**config.mk**
```make
export PLATFORM = sky130hd
export DESIGN_NAME = prio_encoder_pipe_flat
export DESIGN_NICKNAME = d
export VERILOG_FILES = /design/src/rtl/prio_encoder_pipe_if.sv /design/src/rtl/prio_encoder_pipe.sv /design/src/flat_wrapper.sv
export SDC_FILE = /design/constraint.sdc
export NUM_CORES = 1
export LEC_CHECK = 0
export CAP_MARGIN = 5
export CORE_AREA = 4 4 41 43
export CTS_CLUSTER_DIAMETER = 60
export CTS_CLUSTER_SIZE = 24
export DETAILED_ROUTE_END_ITERATION = 6
export DIE_AREA = 0 0 45 47
export SYNTH_ARGS = -nofsm -noshare
export SYNTH_HDL_FRONTEND = slang
export SYNTH_SLANG_ARGS = --single-unit
export TNS_END_PERCENT = 100
```
**constraint.sdc**
```tcl
create_clock -name clk -period 2.42 [get_ports clk]
set_input_delay 0.363 -clock clk [delete_from_list [all_inputs] [get_ports clk]]
set_output_delay 0.363 -clock clk [all_outputs]
set_load 0.01 [all_outputs]
```
**src/rtl/prio_encoder_pipe_if.sv**
```systemverilog
// ---------------------------------------------------------------------------
// prio_encoder_pipe_if
// Handshake bundle for prio_encoder_pipe.
//   N          : number of request lines (2..64)
//   W          : encoded index width, derived from N
//   in_valid   : producer presents req this cycle
//   in_ready   : encoder accepts req this cycle
//   req        : request vector, bit i = request i active
//   out_valid  : out_idx/out_hit hold a result
//   out_ready  : consumer takes the result this cycle
//   out_idx    : granted request index
//   out_hit    : at least one request bit was set
// The N used here must match the N of the encoder it is bound to.
// ---------------------------------------------------------------------------
interface prio_encoder_pipe_if #(
  parameter int N = 8
);
  localparam int W = (N > 1) ? $clog2(N) : 1;

  logic         in_valid;
  logic         in_ready;
  logic [N-1:0] req;
  logic         out_valid;
  logic         out_ready;
  logic [W-1:0] out_idx;
  logic         out_hit;

  // master: the side that feeds requests and consumes results
  modport master (
    output in_valid, req, out_ready,
    input  in_ready, out_valid, out_idx, out_hit
  );

  // slave: the encoder itself
  modport slave (
    input  in_valid, req, out_ready,
    output in_ready, out_valid, out_idx, out_hit
  );
endinterface

```
**src/rtl/prio_encoder_pipe.sv**
```systemverilog
// ---------------------------------------------------------------------------
// prio_encoder_pipe
// Priority encoder with one registered output stage and valid/ready flow
// control on both sides.
//   clk  : clock, rising edge
//   rst  : asynchronous active-high reset
//   bus  : prio_encoder_pipe_if.slave (in_valid/in_ready/req in,
//          out_valid/out_ready/out_idx/out_hit out)
// Configuration macro: PRIO_ENCODER_RR_EN
//   undefined : fixed priority, highest set index wins
//   defined   : round-robin; a pointer ptr marks the current highest-priority
//               position and moves just below each granted index
// ---------------------------------------------------------------------------
module prio_encoder_pipe #(
  parameter int N = 8
) (
  input  logic                 clk,
  input  logic                 rst,
  prio_encoder_pipe_if.slave   bus
);
  localparam int W = (N > 1) ? $clog2(N) : 1;

  logic         out_valid_q, out_valid_d;
  logic [W-1:0] out_idx_q,   out_idx_d;
  logic         out_hit_q,   out_hit_d;

  logic         in_xfer;
  logic         req_hit;
  logic [W-1:0] grant;

  // The output register can take a new value whenever it is empty or being
  // drained in the same cycle.
  assign bus.in_ready = ~out_valid_q | bus.out_ready;
  assign in_xfer      = bus.in_valid & bus.in_ready;
  assign req_hit      = |bus.req;

`ifdef PRIO_ENCODER_RR_EN
  logic [W-1:0] ptr_q, ptr_d;

  // Search downward from ptr, wrapping from 0 to N-1; first set bit wins.
  always_comb begin : rr_search
    int  k;
    logic found;
    grant = '0;
    found = 1'b0;
    k     = 0;
    for (int s = 0; s < N; s++) begin
      k = int'(ptr_q) - s;
      if (k < 0) k = k + N;
      if (!found && bus.req[k]) begin
        grant = W'(k);
        found = 1'b1;
      end
    end
  end

  // The granted index drops to lowest priority for the next search. An
  // all-zero vector leaves the pointer alone.
  always_comb begin
    ptr_d = ptr_q;
    if (in_xfer && req_hit) begin
      ptr_d = (grant == '0) ? W'(N - 1) : grant - 1'b1;
    end
  end

  always_ff @(posedge clk or posedge rst) begin
    if (rst) begin
      ptr_q <= W'(N - 1);
    end else begin
      ptr_q <= ptr_d;
    end
  end
`else
  // Later (higher) indices overwrite earlier ones, so the highest set bit wins.
  always_comb begin
    grant = '0;
    for (int i = 0; i < N; i++) begin
      if (bus.req[i]) grant = W'(i);
    end
  end
`endif

  // A new input always reloads the stage, even while the old result is being
  // taken; a drain with no new input only clears valid and keeps the data.
  always_comb begin
    out_valid_d = out_valid_q;
    out_idx_d   = out_idx_q;
    out_hit_d   = out_hit_q;
    if (in_xfer) begin
      out_valid_d = 1'b1;
      out_idx_d   = grant;
      out_hit_d   = req_hit;
    end else if (bus.out_ready) begin
      out_valid_d = 1'b0;
    end
  end

  always_ff @(posedge clk or posedge rst) begin
    if (rst) begin
      out_valid_q <= 1'b0;
      out_idx_q   <= '0;
      out_hit_q   <= 1'b0;
    end else begin
      out_valid_q <= out_valid_d;
      out_idx_q   <= out_idx_d;
      out_hit_q   <= out_hit_d;
    end
  end

  assign bus.out_valid = out_valid_q;
  assign bus.out_idx   = out_idx_q;
  assign bus.out_hit   = out_hit_q;
endmodule
```
**src/flat_wrapper.sv**
```systemverilog
// flat-port wrapper written by rule: the top's interface ports become plain ports
module prio_encoder_pipe_flat 
#(
  parameter int N = 8
)
  (clk, rst, bus_in_valid, bus_req, bus_out_ready, bus_in_ready, bus_out_valid, bus_out_idx, bus_out_hit);
  prio_encoder_pipe_if #(.N(N)) bus_i ();
  input  logic clk;
  input  logic rst;
  input wire logic [$bits(bus_i.in_valid)-1:0] bus_in_valid;
  input wire logic [$bits(bus_i.req)-1:0] bus_req;
  input wire logic [$bits(bus_i.out_ready)-1:0] bus_out_ready;
  output wire logic [$bits(bus_i.in_ready)-1:0] bus_in_ready;
  output wire logic [$bits(bus_i.out_valid)-1:0] bus_out_valid;
  output wire logic [$bits(bus_i.out_idx)-1:0] bus_out_idx;
  output wire logic [$bits(bus_i.out_hit)-1:0] bus_out_hit;
  assign bus_i.in_valid = bus_in_valid;
  assign bus_i.req = bus_req;
  assign bus_i.out_ready = bus_out_ready;
  assign bus_in_ready = bus_i.in_ready;
  assign bus_out_valid = bus_i.out_valid;
  assign bus_out_idx = bus_i.out_idx;
  assign bus_out_hit = bus_i.out_hit;
  prio_encoder_pipe #(.N(N)) u_core (.clk(clk), .rst(rst), .bus(bus_i));
endmodule
```
=== Word-level counts from Yosys, hierarchy flattened ===
Index checks and enable logic that the tools add are counted.

* Mux-type cells: 9
* Bitwise logic cells: 3
* Reduce and logical (&&, ||, !) cells: 2

{| class="wikitable"
|+ Operators by type and width
! operator !! count
|-
| $mux 3 || 4
|-
| $reduce_or 8->1 || 1
|-
| $mux 2 || 2
|-
| $mux 1 || 3
|-
| $reduce_bool 2->1 || 1
|-
| $and 1x1->1 || 1
|-
| $not 1->1 || 1
|-
| $or 1x1->1 || 1
|}

* Register bits after elaboration: 5
* Input port bits: 12
* Output and inout port bits: 6
* Word-level logic and storage cells: 17

=== Longest topological paths before layout ===
Gate-level depths: netlist of run 1.

* Depth after elaboration: 7
* Mapped depth: 4
* Mapped depth without buffers: 3

=== Least setup slack after synthesis of run 1 ===
Ideal clock, no wire load.

* Kind: input to register
* Start: input port bus_out_ready
* End: register u_core.out_idx_q[0] (netlist: u_core.bus.out_idx[0])
* Library setup time: 82 ps
* Arrival: 966 ps
* Data required time: 2338 ps
* Path slack: 1372 ps
* Stages on the path: 4
* Path buffers: 1
* Path through: nand2b_1 buf_2 and2_1 a31oi_1

* Longest elaborated chain between the ends: 2

{| class="wikitable"
|+ RTL lines
! element !! RTL line !! source
|-
| start, declared || flat_wrapper.sv:12 || <nowiki>input wire logic [$bits(bus_i.out_ready)-1:0] bus_out_ready;</nowiki>
|-
| $or 1x1->1 || prio_encoder_pipe.sv:33 || <nowiki>assign bus.in_ready = ~out_valid_q | bus.out_ready;</nowiki>
|-
| via bus_in_ready || flat_wrapper.sv:13 || <nowiki>output wire logic [$bits(bus_i.in_ready)-1:0] bus_in_ready;</nowiki>
|-
| $and 1x1->1 || prio_encoder_pipe.sv:34 || <nowiki>assign in_xfer = bus.in_valid & bus.in_ready;</nowiki>
|-
| end signal, assigned || prio_encoder_pipe.sv:105 || <nowiki>out_idx_q <= out_idx_d;</nowiki>
|-
| end, declared || prio_encoder_pipe.sv:24 || <nowiki>logic [W-1:0] out_idx_q, out_idx_d;</nowiki>
|}

The timed path passes the listed nets, and every way through them passes these cells.
A chain may end at the register's enable or synchronous reset.

=== Final worst setup path of run 1 ===
* Start: input port bus_out_ready
* End: output port bus_in_ready

* Longest elaborated chain between the ends: 1

{| class="wikitable"
|+ RTL lines
! element !! RTL line
|-
| $or 1x1->1 || prio_encoder_pipe.sv:33
|-
| end, declared || flat_wrapper.sv:13
|}

No other way between the ends.

==> flow_metrics.env, run 1 <==
export IMPL_status="completed"
export IMPL_cts_inserted_buffers=3
export IMPL_htreeDepth=1
export IMPL_rsz0062_at_grt="false"
export IMPL_synth_area_um2=249.0
export IMPL_postCtsResizedCells=0
export IMPL_fin_tns_setup_ps=0
export IMPL_cts_setup_buffers=0
export IMPL_nNetsFinal=61
export IMPL_cts_root_buf="clkbuf_4"
export IMPL_reg2reg_slack_ps=1400
export IMPL_place_congestion=0.7232
export IMPL_antenna_cells=0
export IMPL_viasPerCell=4.270
export IMPL_syn_to_final_growth_pct=84.42
export IMPL_fmax_mhz=502.9
export IMPL_ir_drop_uv=147.8
export IMPL_final_cell_mix="clkdlybuf4s50_1, a21oi_1, dfrtp_1"
export IMPL_slew_headroom=0.7527
export IMPL_finalCriticalPeriod_ps=1988
export IMPL_dp_hpwl_um=540.2
export IMPL_synth_cell_type_count=11
export IMPL_die_w_um=45
export IMPL_final_hold_viol_count=0
export IMPL_critPathMaxStageDelay_ps=580
export IMPL_core_um2=1301
export IMPL_cp_slowest_cell="clkdlybuf4s50_1"
export IMPL_required_ps=2060
export IMPL_drt_pass1_iter_count=3
export IMPL_ys_ff_latch=5
export IMPL_power_leakage_nw=0.1796
export IMPL_dr_total_vias=269
export IMPL_hold_class="input pin to asynchronous set/reset pin"
export IMPL_crit_type="input pin to primary output"
export IMPL_gr_total_overflow=0
export IMPL_initial_utilization=0.1913
export IMPL_final_antenna_net_count=0
export IMPL_ctsHoldBuffers=0
export IMPL_drive_gt1_frac=0.06250
export IMPL_io_pins=18
export IMPL_synth_seq_area_share=0.5025
export IMPL_row_count=13
export IMPL_crit_start="bus_out_ready"
export IMPL_worstSetupEndpoint="bus_in_ready"
export IMPL_start_kind="input pin"
export IMPL_cp_cell_sequence="clkdlybuf4s50_1 -> nand2b_1 -> clkdlybuf4s50_1"
export IMPL_synth_fp_nets=40
export IMPL_portBuffers=17
export IMPL_synth_cells=28
export IMPL_grt_max_degree=8
export IMPL_antenna_found_initial=0
export IMPL_timing_rr_start="u_core.bus.out_valid$_DFFE_PP0P_"
export IMPL_hold_slack_ps=325.6
export IMPL_clk_pin_slew_ps=40
export IMPL_report_power_total_uw=243.8
export IMPL_critPathMaxFanout=7
export IMPL_wl_per_cell_um=9.984
export IMPL_final_common_cell="clkdlybuf4s50_1"
export IMPL_rr_worst_depth=3
export IMPL_final_max_slew_viol_count=0
export IMPL_remaining_drc_errors=0
export IMPL_end_kind="primary output"
export IMPL_final_fill_count=160
export IMPL_dieArea_um2=2115
export IMPL_syn_area_per_cell_um2=8.892
export IMPL_setup_viol=0
export IMPL_maxCapViolations=0
export IMPL_cp_common_cell="clkdlybuf4s50_1"
export IMPL_wirelength_um=629
export IMPL_clockBufferDepth=2
export IMPL_period_share=0.8216
export IMPL_track_usage=0.06587
export IMPL_finClkSkew_ps=1.163
export IMPL_cts_tree="built"
export IMPL_grt_pass1_wl_um=945
export IMPL_powerDensity_nw_per_um2=531.0
export IMPL_dr_first_iter_drc_count=2
export IMPL_worst_slew_pin_slew_ps=367.5
export IMPL_regToRegEndpoint="u_core.bus.out_idx[0]$_DFFE_PP0P_"
export IMPL_numClockSinks=5
export IMPL_grt_pass1_vias=257
export IMPL_clk_latency_ps=240
export IMPL_synth_warnings=0
export IMPL_die_h_um=47
export IMPL_crit_arrival_ps=1630
## worst min path at each step
stage,end
after floorplan,u_core.bus.out_hit$_DFFE_PP0P_
after global placement,u_core.bus.out_idx[2]$_DFFE_PP0P_
after detailed placement,u_core.bus.out_idx[2]$_DFFE_PP0P_
after CTS,u_core.bus.out_valid$_DFFE_PP0P_
after global routing,u_core.bus.out_hit$_DFFE_PP0P_
final,u_core.bus.out_hit$_DFFE_PP0P_
## cell type report
type | count | area (um2) | area share
Clock buffer | 4 | 26.28 | 0.05722
Inverter | 3 | 11.26 | 0.02452
Multi-Input combinational cell | 19 | 107.6 | 0.2343
Sequential cell | 5 | 125.1 | 0.2725
Tap cell | 15 | 18.77 | 0.04087
Timing Repair Buffer | 17 | 170.2 | 0.3706
## power breakdown
group	switching (mW)	internal, mW
Combinational	0.0214	0.0345
Clock	0.0327	0.0622
Sequential	0.00294	0.0900
## registers in the layout, indices dropped and copies added, names as in the netlist
name                  flops
u_core.bus.out_hit        1
u_core.bus.out_valid      1
u_core.bus.out_idx        3
## metrics by stage
| stage | setup slack [ps] | std cells | utilization | cell area [um2] |
|---|---|---|---|---|
| 5_1_grt | 366.0 | 63 | 0.3529 | 459.2 |
| 3_3_place_gp | 474.6 | 59 | 0.3327 | 432.9 |
| 6_report | 431.7 | 63 | 0.3529 | 459.2 |
| 3_5_place_dp | 417.4 | 59 | 0.3327 | 432.9 |
| 4_1_cts | 412.6 | 63 | 0.3529 | 459.2 |
| 2_1_floorplan | 1372 | 28 | - | 249.0 |
## per-layer routing
layer  up-vias  global-route usage  wire [um]
li1        140                   -          -
met5         -                   0          0
met1       112             0.06912        261
met2        17             0.09887        247
met3         0             0.02299        120
met4         0             0.07018          0
## critical path: cells and delay by family
kind          cells  cell delay (ps)
buf+inv           2             1030
simple gates      1              230
## cell usage after synthesis
cell type | n | area, um2
a31oi_1 | 3 | 18.77
a221o_1 | 1 | 10.01
nand2b_1 | 3 | 18.77
o21ai_0 | 1 | 5.000
dfrtp_1 | 5 | 125.1
a21oi_1 | 5 | 25.02
nor4_1 | 2 | 12.51
nor2_1 | 3 | 11.26
inv_1 | 3 | 11.26
and2_1 | 1 | 6.260
buf_2 | 1 | 5.000
## logic make-up (layout without fill, tap and decap cells)
| group | after synthesis | count (layout) | synth area share |
|---|---|---|---|
| flops | 5 | 5 | 0.5025 |
| simple gates | 9 | 9 | 0.1960 |
| compound gates | 10 | 10 | 0.2362 |
| buf+inv | 4 | 24 | 0.06530 |
No activity file was read; power rests on OpenSTA's default activity.
==> inputs of run 2 (changes only) <==
==> constraint.sdc (replaced) <==
create_clock -name clk -period 1.7 [get_ports clk]
set_input_delay 0.255 -clock clk [delete_from_list [all_inputs] [get_ports clk]]
set_output_delay 0.255 -clock clk [all_outputs]
set_load 0.01 [all_outputs]
==> run 2 against run 1 <==
Effect of this change: wire length grew 2.5%; final cell count grew 1.6%; setup slack lost 340 ps; via count grew 3.3%; highest routed layer unchanged.
==> flow_metrics.env, run 2 (same netlist as run 1, synthesis figures left out) <==
export IMPL_final_common_cell="clkdlybuf4s50_1"
export IMPL_antenna_cells=0
export IMPL_remaining_drc_errors=0
export IMPL_place_congestion=0.6042
export IMPL_dieArea_um2=2115
export IMPL_dr_total_vias=278
export IMPL_clk_pin_slew_ps=40
export IMPL_required_ps=1440
export IMPL_cts_inserted_buffers=3
export IMPL_slew_headroom=0.7643
export IMPL_wirelength_um=645
export IMPL_largest_reg_flops=3
export IMPL_core_um2=1301
export IMPL_dr_first_iter_drc_count=4
export IMPL_io_pins=18
export IMPL_status="completed"
export IMPL_grt_pass1_vias=260
export IMPL_wl_per_cell_um=10.08
export IMPL_die_h_um=47
export IMPL_htreeDepth=1
export IMPL_setup_viol=0
export IMPL_crit_type="input pin to primary output"
export IMPL_grt_pass1_wl_um=993
export IMPL_powerDensity_nw_per_um2=749.2
export IMPL_clk_latency_ps=240
export IMPL_start_kind="input pin"
export IMPL_finClkSkew_ps=3.968
export IMPL_cts_root_buf="clkbuf_4"
export IMPL_grt_max_degree=7
export IMPL_final_hold_viol_count=0
export IMPL_final_max_slew_viol_count=0
export IMPL_critPathMaxFanout=2
export IMPL_crit_arrival_ps=1350
export IMPL_period_share=0.9465
export IMPL_drive_gt1_frac=0.08163
export IMPL_worst_slew_pin_slew_ps=350.4
export IMPL_gr_total_overflow=0
export IMPL_dp_hpwl_um=554.3
export IMPL_postCtsResizedCells=0
export IMPL_cts_tree="built"
export IMPL_viasPerCell=4.344
export IMPL_clockBufferDepth=2
export IMPL_final_cell_area_um2=466.7
export IMPL_cts_setup_buffers=0
export IMPL_maxCapViolations=0
export IMPL_initial_utilization=0.1913
export IMPL_ir_drop_uv=223.7
export IMPL_finalCriticalPeriod_ps=1609
export IMPL_final_cell_mix="clkdlybuf4s50_1, a21oi_1, dfrtp_1"
export IMPL_numClockSinks=5
export IMPL_ctsHoldBuffers=0
export IMPL_placedInstanceArea_um2=440.4
export IMPL_track_usage=0.06899
export IMPL_syn_to_final_growth_pct=87.44
export IMPL_power_leakage_nw=0.1842
export IMPL_fmax_mhz=621.5
export IMPL_nNetsFinal=62
export IMPL_final_antenna_net_count=0
export IMPL_antenna_found_initial=0
export IMPL_drt_pass1_iter_count=2
export IMPL_rsz0062_at_grt="false"
export IMPL_row_count=13
export IMPL_portBuffers=17
export IMPL_die_w_um=45
export IMPL_hold_class="input pin to asynchronous set/reset pin"
export IMPL_end_kind="primary output"
export IMPL_fin_tns_setup_ps=0
run 2: layout make-up:
| class | instances | area, um2 |
|---|---|---|
| Timing Repair Buffer | 18 | 177.7 |
| Inverter | 3 | 11.26 |
| Clock buffer | 4 | 26.28 |
| Multi-Input combinational cell | 19 | 107.6 |
| Sequential cell | 5 | 125.1 |
| Fill cell | 156 | 834.6 |
| Tap cell | 15 | 18.77 |
run 2: final timing paths:
| check | to | cells past startpoint | slack (ps) | from |
|---|---|---|---|---|
| setup / recovery | bus_in_ready | 3 | 90 | bus_out_ready |
| hold / removal | u_core.bus.out_hit$_DFFE_PP0P_ | 2 | 220 | rst |
| setup reg to reg | u_core.bus.out_hit$_DFFE_PP0P_ | 4 | 700 | u_core.bus.out_valid$_DFFE_PP0P_ |
| hold reg to reg | u_core.bus.out_idx[2]$_DFFE_PP0P_ | 2 | 530 | u_core.bus.out_idx[2]$_DFFE_PP0P_ |
| max in group asynchronous | u_core.bus.out_idx[2]$_DFFE_PP0P_ | 2 | 1290 | rst |
| min in group clk | u_core.bus.out_idx[2]$_DFFE_PP0P_ | 2 | 530 | u_core.bus.out_idx[2]$_DFFE_PP0P_ |
run 2: metal layers:
layer,routed length [um],up-vias,GRT usage
li1,-,143,-
met1,268,118,0.07586
met2,253,17,0.09605
met3,124,0,0.03065
met4,0,0,0.07018
met5,0,-,0
run 2: critical path: stages:
cell and delay [ps]:
clkdlybuf4s50_1 450, nand2b_1 110, clkdlybuf4s50_1 540
run 2: through the flow:
step             util  setup slack (ps)  hold slack (ps)  total power, mW  cells
2_1_floorplan       -             676.8            33.52           0.1607     28
3_3_place_gp   0.3385             104.0            473.9           0.2161     60
3_5_place_dp   0.3385             86.62            476.0           0.2173     60
4_1_cts        0.3587             76.39            221.5           0.3599     64
5_1_grt        0.3587             53.89            240.0           0.3700     64
6_report       0.3587             90.97            222.3           0.3497     64
run 2: report_power, final:
part	leakage, nW	internal (mW)	total [mW]	switching (mW)
combinational	0.120	0.0511	0.0819	0.0308
clock	0.0150	0.0886	0.135	0.0466
sequential	0.0491	0.128	0.133	0.00439
